$ cat config.mk
export PLATFORM = sky130hd
export DESIGN_NAME = seg7_scanner
export DESIGN_NICKNAME = d
export VERILOG_FILES = /design/src/rtl/seg7_pkg.sv /design/src/rtl/seg7_hex_decode.sv /design/src/rtl/seg7_scanner.sv
export SDC_FILE = /design/constraint.sdc
export NUM_CORES = 1
export LEC_CHECK = 0
export CORE_AREA = 2 2 85 87
export CTS_CLUSTER_DIAMETER = 150
export CTS_CLUSTER_SIZE = 12
export DETAILED_ROUTE_END_ITERATION = 10
export DIE_AREA = 0 0 87 89
export GPL_TIMING_DRIVEN = 1
export PLACE_DENSITY_LB_ADDON = 0.25
export SLEW_MARGIN = 10
export SYNTH_ARGS = -nofsm -noshare
export SYNTH_HDL_FRONTEND = slang
export SYNTH_SLANG_ARGS = --single-unit
$ cat constraint.sdc
create_clock -name CLK -period 9.65 [get_ports CLK]
set_input_delay 2.895 -clock CLK [delete_from_list [all_inputs] [get_ports CLK]]
set_output_delay 2.895 -clock CLK [all_outputs]
set_load 0.1 [all_outputs]
$ cat src/rtl/seg7_pkg.sv
// seg7_pkg: segment bit positions, hex glyph table and the all-off pattern
// shared by the 7-segment scanner and its decoder.
// All patterns are active low: a 0 bit lights the segment.
package seg7_pkg;

  // Bit positions within the SEG bus: a..g on [7:1], decimal point on [0].
  localparam int SEG_A  = 7;
  localparam int SEG_B  = 6;
  localparam int SEG_C  = 5;
  localparam int SEG_D  = 4;
  localparam int SEG_E  = 3;
  localparam int SEG_F  = 2;
  localparam int SEG_G  = 1;
  localparam int SEG_DP = 0;

  // Every segment dark, decimal point included.
  localparam logic [7:0] SEG_OFF = 8'hFF;

  // Hex glyphs with the decimal point off; A..F are drawn as A b C d E F.
  localparam logic [0:15][7:0] HEX_SEG = '{
    8'h03, 8'h9F, 8'h25, 8'h0D,   // 0 1 2 3
    8'h99, 8'h49, 8'h41, 8'h1F,   // 4 5 6 7
    8'h01, 8'h09, 8'h11, 8'hC1,   // 8 9 A b
    8'h63, 8'h85, 8'h61, 8'h71    // C d E F
  };

endpackage

$ cat src/rtl/seg7_hex_decode.sv
// seg7_hex_decode: one nibble plus decimal point to an active-low
// segment pattern. Purely combinational; one copy per digit.
module seg7_hex_decode
  import seg7_pkg::*;
(
  input  logic [3:0] nibble,
  input  logic       dp,
  output logic [7:0] seg
);

  // Look up the glyph, then pull the dp segment low when requested.
  always_comb begin
    seg = HEX_SEG[nibble];
    if (dp) seg[SEG_DP] = 1'b0;
  end

endmodule

$ cat src/rtl/seg7_scanner.sv
// seg7_scanner: multiplexed NUM_DIGITS-digit hex display driver with PWM
// brightness, leading-zero blanking and a frame-coherent input latch.
// Optional build macro SEG7_DEADTIME_EN: blank every digit for the first
// cycle of each slot so the segment bus can settle without ghosting.
module seg7_scanner
  import seg7_pkg::*;
#(
  parameter int NUM_DIGITS = 4,
  parameter int DIV        = 4096,
  parameter int BRIGHT_W   = 3
) (
  input  logic                    CLK,
  input  logic                    RESET_n,
  input  logic [4*NUM_DIGITS-1:0] value,
  input  logic [NUM_DIGITS-1:0]   dp,
  input  logic                    blank_lz,
  input  logic [BRIGHT_W-1:0]     brightness,
  output logic [7:0]              SEG,
  output logic [NUM_DIGITS-1:0]   DIGIT,
  output logic                    FRAME
);

  localparam int PW   = $clog2(DIV);
  localparam int IW   = (NUM_DIGITS > 1) ? $clog2(NUM_DIGITS) : 1;
  localparam int STEP = DIV >> BRIGHT_W;
  localparam logic [PW-1:0] PRE_MAX = PW'(DIV - 1);
  localparam logic [IW-1:0] IDX_MAX = IW'(NUM_DIGITS - 1);

  logic                    run;
  logic [PW-1:0]           pre;
  logic [IW-1:0]           idx;
  logic                    latch_en;
  logic [4*NUM_DIGITS-1:0] sh_value;
  logic [NUM_DIGITS-1:0]   sh_dp;
  logic                    sh_blz;
  logic [4*NUM_DIGITS-1:0] cur_value;
  logic [NUM_DIGITS-1:0]   cur_dp;
  logic                    cur_blz;
  logic [NUM_DIGITS-1:0][7:0] dig_seg;
  logic [NUM_DIGITS-1:0]   blank_vec;
  logic [31:0]             thresh;
  logic                    pwm_on;
  logic                    gap;
  logic                    lit;

  // run holds the scan at slot 0 for the cycle after reset release so the
  // first frame starts (and latches) cleanly with FRAME still low in reset.
  always_ff @(posedge CLK or negedge RESET_n) begin
    if (!RESET_n) begin
      run <= 1'b0;
      pre <= '0;
      idx <= '0;
    end else begin
      run <= 1'b1;
      if (run) begin
        if (pre == PRE_MAX) begin
          pre <= '0;
          idx <= (idx == IDX_MAX) ? '0 : idx + 1'b1;
        end else begin
          pre <= pre + 1'b1;
        end
      end
    end
  end

  assign latch_en = run && (pre == '0) && (idx == '0);
  assign FRAME    = latch_en;

  // Shadow copy of the display inputs, refreshed only at frame start.
  always_ff @(posedge CLK or negedge RESET_n) begin
    if (!RESET_n) begin
      sh_value <= '0;
      sh_dp    <= '0;
      sh_blz   <= 1'b0;
    end else if (latch_en) begin
      sh_value <= value;
      sh_dp    <= dp;
      sh_blz   <= blank_lz;
    end
  end

  // The first slot cycle renders from the inputs being latched right now,
  // so the whole new frame (including its first cycle) shows one snapshot.
  assign cur_value = latch_en ? value    : sh_value;
  assign cur_dp    = latch_en ? dp       : sh_dp;
  assign cur_blz   = latch_en ? blank_lz : sh_blz;

  for (genvar g = 0; g < NUM_DIGITS; g++) begin : g_dig
    seg7_hex_decode u_dec (
      .nibble (cur_value[4*g +: 4]),
      .dp     (cur_dp[g]),
      .seg    (dig_seg[g])
    );
    if (g == 0) begin : g_lsd
      assign blank_vec[g] = 1'b0;
    end else begin : g_upper
      assign blank_vec[g] = cur_blz && ~|cur_value[4*NUM_DIGITS-1:4*g];
    end
  end

  assign thresh = 32'(brightness) * STEP;
  assign pwm_on = (&brightness) || (32'(pre) < thresh);

`ifdef SEG7_DEADTIME_EN
  assign gap = (pre == '0);
`else
  assign gap = 1'b0;
`endif

  assign lit = run && pwm_on && !gap && !blank_vec[idx];

  // Registered pin drive: at most one digit enable low, dark when unlit.
  always_ff @(posedge CLK or negedge RESET_n) begin
    if (!RESET_n) begin
      SEG   <= SEG_OFF;
      DIGIT <= '1;
    end else if (lit) begin
      SEG   <= dig_seg[idx];
      DIGIT <= ~(NUM_DIGITS'(1) << idx);
    end else begin
      SEG   <= SEG_OFF;
      DIGIT <= '1;
    end
  end

endmodule

# After elaboration in Yosys (flattened, before gate mapping)
# Memories as Yosys holds them, arrays and structs flattened.
# Cells that the tools add are included.
op_classes:
  add_sub_neg: 2
  n_lt_le_gt_ge: 6
  n_eq_ne: 2
  shifts: 1
  mux: 23
  n_bitwise: 5
  n_reduce_logical: 19
ops:
  columns: ["op", "n"]
  rows:
  - ["2-to-1 mux 8 bit", 10]
  - ["greater-or-equal comparator 5 bit, second input constant", 4]
  - ["inverter 4 -> 5 bit", 4]
  - ["binary-select mux 8 bit (select 2 bit)", 1]
  - ["2-to-1 mux 16 bit", 1]
  - ["adder 12 x 1 -> 12 bit, second input constant", 1]
  - ["equality test 12 bit, second input constant", 1]
  - ["zero test 12 bit", 1]
  - ["< comparator 12 bit", 1]
  - ["2-to-1 mux 12 bit", 1]
  - ["OR reduction 12 bit", 1]
  - ["2-to-1 mux 4 bit", 2]
  - ["OR reduction 8 bit", 1]
  - ["logical AND 1 bit", 7]
  - ["2-to-1 mux 1 bit", 6]
  - ["zero test 1 bit", 4]
  - ["inverter 4 bit", 1]
  - ["OR reduction 4 bit", 1]
  - ["<< shifter 1 x 2 -> 4 bit, first input constant", 1]
  - ["< comparator 2 x 3 -> 1 bit, second input constant", 1]
  - ["AND reduction 3 bit", 1]
  - ["adder 2 x 1 -> 2 bit, second input constant", 1]
  - ["binary-select mux 1 bit (select 2 bit)", 1]
  - ["equality test 2 bit, second input constant", 1]
  - ["4 further kinds", 4]
totals:
  register_bits: 48
  mem_bits_ro: 512
  in_bits: 26
  out_inout_bits: 13
  n_memories: 4
memory_table:
  columns: ["memory", "words", "width", "read_ports", "rd_ports_with_merged_regs", "write_ports", "line_no", "rtl"]
  rows:
  - ["(no name shown)", 16, 8, 1, 0, 0, "seg7_hex_decode.sv:13", "seg = HEX_SEG[nibble];"]
  - ["(no name shown)", 16, 8, 1, 0, 0, "seg7_hex_decode.sv:13", null]
  - ["(no name shown)", 16, 8, 1, 0, 0, "seg7_hex_decode.sv:13", null]
  - ["(no name shown)", 16, 8, 1, 0, 0, "seg7_hex_decode.sv:13", null]

# Depth between registers and ports, before layout
depth:
  ltp_word: 12
  depth_mapped: 16
  mapped_depth_nobuf: 13

# Modules after synthesis
# Synthesis repeated with hierarchy kept, for this count alone.
unflattened:
  hier_cells: 369
  hier_area_um2: 3469.6
by_module_without_submodules:
  columns: ["module", "n_inst", "cells_per_inst", "area_each_um2"]
  rows:
  - ["seg7_scanner", 1, 234, 2372.3]
  - ["seg7_hex_decode at g_dig[1].u_dec ...", 3, 34, 272.8]
  - ["seg7_hex_decode at g_dig[0].u_dec", 1, 33, 279.0]

# Least setup slack after synthesis
# No wires, ideal clock.
synth_timing:
  path_kind: "register to output"
  start: "register idx[1]"
  end: "output FRAME"
  arrival_time_ns: 2.444
  path_slack_ns: 4.311
  stages_incl_launch_ff: 9
  path_cell_list: "dfrtp_1 clkbuf_1 inv_1 ha_1 nor4b_2 nand4_1 buf_6 clkinv_1 clkbuf_1"
synth_between:
  elab_chain_len: 2
synth_lines:
  columns: ["element", "line_no", "rtl"]
  rows:
  - ["from (decl)", "seg7_scanner.sv:31", "logic [IW-1:0] idx;"]
  - ["from (signal assigned)", "seg7_scanner.sv:58", "idx <= (idx == IDX_MAX) ? '0 : idx + 1'b1;"]
  - ["zero test 2 bit", "seg7_scanner.sv:66", "assign latch_en = run && (pre == '0) && (idx == '0);"]
  - ["logical AND 1 bit", "seg7_scanner.sv:66", null]
  - ["to (decl)", "seg7_scanner.sv:20", "output logic FRAME"]
# Every way passes these cells.

# Worst setup path after layout
layout_timing:
  start: "register idx[0]"
  end: "output FRAME"
# Same word-level chain as after synthesis.

==> impl_metrics.tcl <==
set metrics [dict create \
    status "finished, final reports clean" \
    drv_slew 0 \
    worstHoldPathCells 2 \
    routed_via_density 5.91 \
    finish.utilization_pct 61.2 \
    ys_top_cells_by_area "dfrtp_1, ha_1, dfstp_2" \
    max_stage_delay_ps 1120 \
    finalHoldViolCount 0 \
    globalplace.congestion 0.864 \
    vias 2918 \
    synthArstFlopShare_pct 100 \
    critPathMostFrequentCell "clkinv_1" \
    rsz0062_at_grt "no" \
    die_w_um 87 \
    timing.critical_path.to_type "output pin" \
    clkSlewWorstSetupHoldPaths_ps 90 \
    dr.pass1.iters 5 \
    ios 39 \
    cts_sinks 48 \
    nets 468 \
    drt_wl_total_mm 8.10 \
    htree_levels 2 \
    critical_path.cell_chain "clkinv_1, ha_1, nor4b_2, nand4_1, clkinv_1, clkdlybuf4s50_1" \
    p_int_uw 644 \
    grt_pass1_wl_mm 13.2 \
    switchingPower_uw 590 \
    r2r-end "SEG[2]" \
    cp_slowest_cell "clkdlybuf4s50_1" \
    fin_cells 494 \
    drt_iter0_drc 182 \
    worst_slew_pin_slew_ps 1050 \
    grt_usage_pct 21.5 \
    floorplan.initialDensity_pct 53.9 \
    synth_ff_type "dfrtp_1" \
    n_antenna_cell 0 \
    criticalPathCategory "reg -> out" \
    yosysSeqAreaShare_pct 33.6 \
    cts_buffer_depth 2 \
    setup-tns-final_ps 0 \
    hpwlAfterDp_mm 5.94 \
    peakVddDrop_mv 0.172 \
    hold_start "sh_dp[1]" \
    ant_nets 0 \
    setup_violations 0 \
    whs_endpoint "sh_dp[1]" \
    cts_hold_buf 0 \
    arrival_ps 3850 \
    fmax_mhz 148 \
    drv_cap 0 \
    switching_share_pct 47.8 \
    ctsResizeCount 0 \
    num_rows 30 \
    syn_avg_cell_area_um2 9.50 \
    power_density_mw_per_mm2 300 \
    synthesis.area_mm2 0.00362 \
    overflow 0 \
    p_seq_share_pct 28.2 \
    drive_above_1_share_pct 10.6 \
    drc_errors 0 \
    synth_seq_cells 48 \
    area_delta_synth_final_pct 13.6 \
    die_h_um 89 \
    yosysWarnings 0 \
    path_delay_family "buffers and inverters" \
    numPortBuffers 38 \
    grt_start_max_net_pins 55 \
    power.share.combinational_pct 59.4 \
    cts_buffers 5 \
    rr_startpoint "idx[0]" \
    p_leak_nw 1.89 \
    antenna_found_initial 0 \
    final_common_cell "nand2_1" \
    finClkSkew_ps 9.84 \
    core_mm2 0.00672 \
    cts_setup_buffers 0 \
    cts_tree "yes" \
    p_clk_share_pct 12.5 \
    fin_crit_ps 6750 \
    crit_required_ps 6760 \
    r2r_cells 11 \
    synth_cells 381 \
    dp_cells 486 \
    hold_class "reg -> reg" \
    critPathLaunchType "flop" \
    grt_pass1_vias 2798 \
    layout_common_cells "nand2_1, clkdlybuf4s50_1, dfrtp_1" \
    die_area_mm2 0.00774 \
    min_period_over_period_pct 69.9 \
    cp-startpoint "idx[0]" \
    synth_top_area_share_pct 24.9 \
    synth_cell_type_count 65 \
    path_buf_inv 3 \
    rrSetupSlack_ps 4910 \
    yosysTopAreaCell "dfrtp_1" \
    syn_nets 436 \
    insertion_delay_ps 310 \
    slew_headroom_pct 30.1 \
    synth_edf_count 0 \
    wire_per_inst_um 16.4 \
    cts_root_buf "clkbuf_8" \
    cp_max_fo 23 \
]
cell type report:
class | count | area [µm²]
Clock buffer | 5 | 68.8
Multi-Input combinational cell | 291 | 2190
Tap cell | 80 | 100
Inverter | 28 | 105
Clock inverter | 3 | 46.3
Timing Repair Buffer | 39 | 383
Sequential cell | 48 | 1220
Fill cell | 578 | 2610
cells by family (layout without fill, tap and decap cells):
logic type / count (synthesis) / count (layout) / share of synthesized area (%)
AOI/OAI and AO/OA: 73 / 73 / 14.8
muxes: 42 / 42 / 14.9
buffers and inverters: 42 / 75 / 5.84
adders and majority gates: 29 / 29 / 10.0
other: 1 / 1 / 0.104
xor gates and xnor gates: 13 / 13 / 3.15
and+or+nand+nor: 133 / 133 / 17.6
DFF: 48 / 48 / 33.6
sequential cells by signal, indices dropped and copies added (netlist names):
signal	cells
sh_value	16
pre	12
SEG	8
DIGIT	4
sh_dp	4
idx	2
run	1
sh_blz	1
tightest hold or removal path: cells and delay by family, from the launching register on:
kind / cells / cell delay (ps)
AND/OR/NAND/NOR: 2 / 110
flip-flops: 1 / 330
through the flow:
| stage | cell area, µm² | worst slack, ps | hold slack (ps) | power (mW) |
|---|---|---|---|---|
| final | 4110 | 2900 | 478 | 1.23 |
| after floorplan | 3620 | 4310 | 436 | 0.911 |
| after detailed placement | 4000 | 3270 | 458 | 1.08 |
| after global routing | 4110 | 2750 | 517 | 1.32 |
| after global placement | 4000 | 3340 | 450 | 1.06 |
| after CTS | 4110 | 2930 | 483 | 1.23 |
Yosys cell counts, types with 2 or more instances:
master	number
nor3_1	15
nand2b_1	5
a221oi_1	3
nor2_1	30
and3_1	5
nand3b_1	3
xor2_1	5
o31ai_1	2
inv_1	22
nor4b_1	2
nor3b_1	2
buf_2	3
o21a_1	4
dfstp_2	12
o311ai_1	3
nand3_1	10
a311o_1	3
o22ai_1	4
inv_2	4
a21o_1	2
clkinv_1	2
nor4b_2	2
ha_1	29
a211oi_1	7
nand4_1	3
o21ai_1	7
a311oi_1	2
a21oi_1	7
dfrtp_1	36
a31oi_1	3
clkbuf_1	6
mux4_2	2
a211oi_2	2
nor2b_1	6
mux2i_1	27
nand2_1	47
xnor2_1	8
o21ai_0	8
mux2_4	5
o32ai_1	2
mux2i_4	5
buf_6	3
metal layers:
layer / vias up / wire length (µm) / global-route usage, %
li1: 1421 / - / -
met1: 1424 / 3580 / 27.8
met2: 64 / 4110 / 38.2
met3: 9 / 305 / 2.49
met4: 0 / 102 / 5.97
met5: - / 0 / 0
power by group through the flow:
stage	Sequential, mW	Clock (mW)	Combinational, mW
finish	0.347	0.154	0.733
global route	0.359	0.164	0.796
CTS	0.348	0.156	0.728
detailed placement	0.351	0	0.724
global placement	0.347	0	0.718
floorplan	0.446	0	0.465
worst max-delay path by stage:
| stage | slack (ps) | cells past startpoint | endpoint |
|---|---|---|---|
| floorplan | 4310 | 8 | FRAME |
| global placement | 3340 | 6 | FRAME |
| detailed placement | 3270 | 6 | FRAME |
| CTS | 2930 | 6 | FRAME |
| global route | 2750 | 6 | FRAME |
| finish | 2900 | 6 | FRAME |
Note: power is estimated with default switching activity, not from simulation.
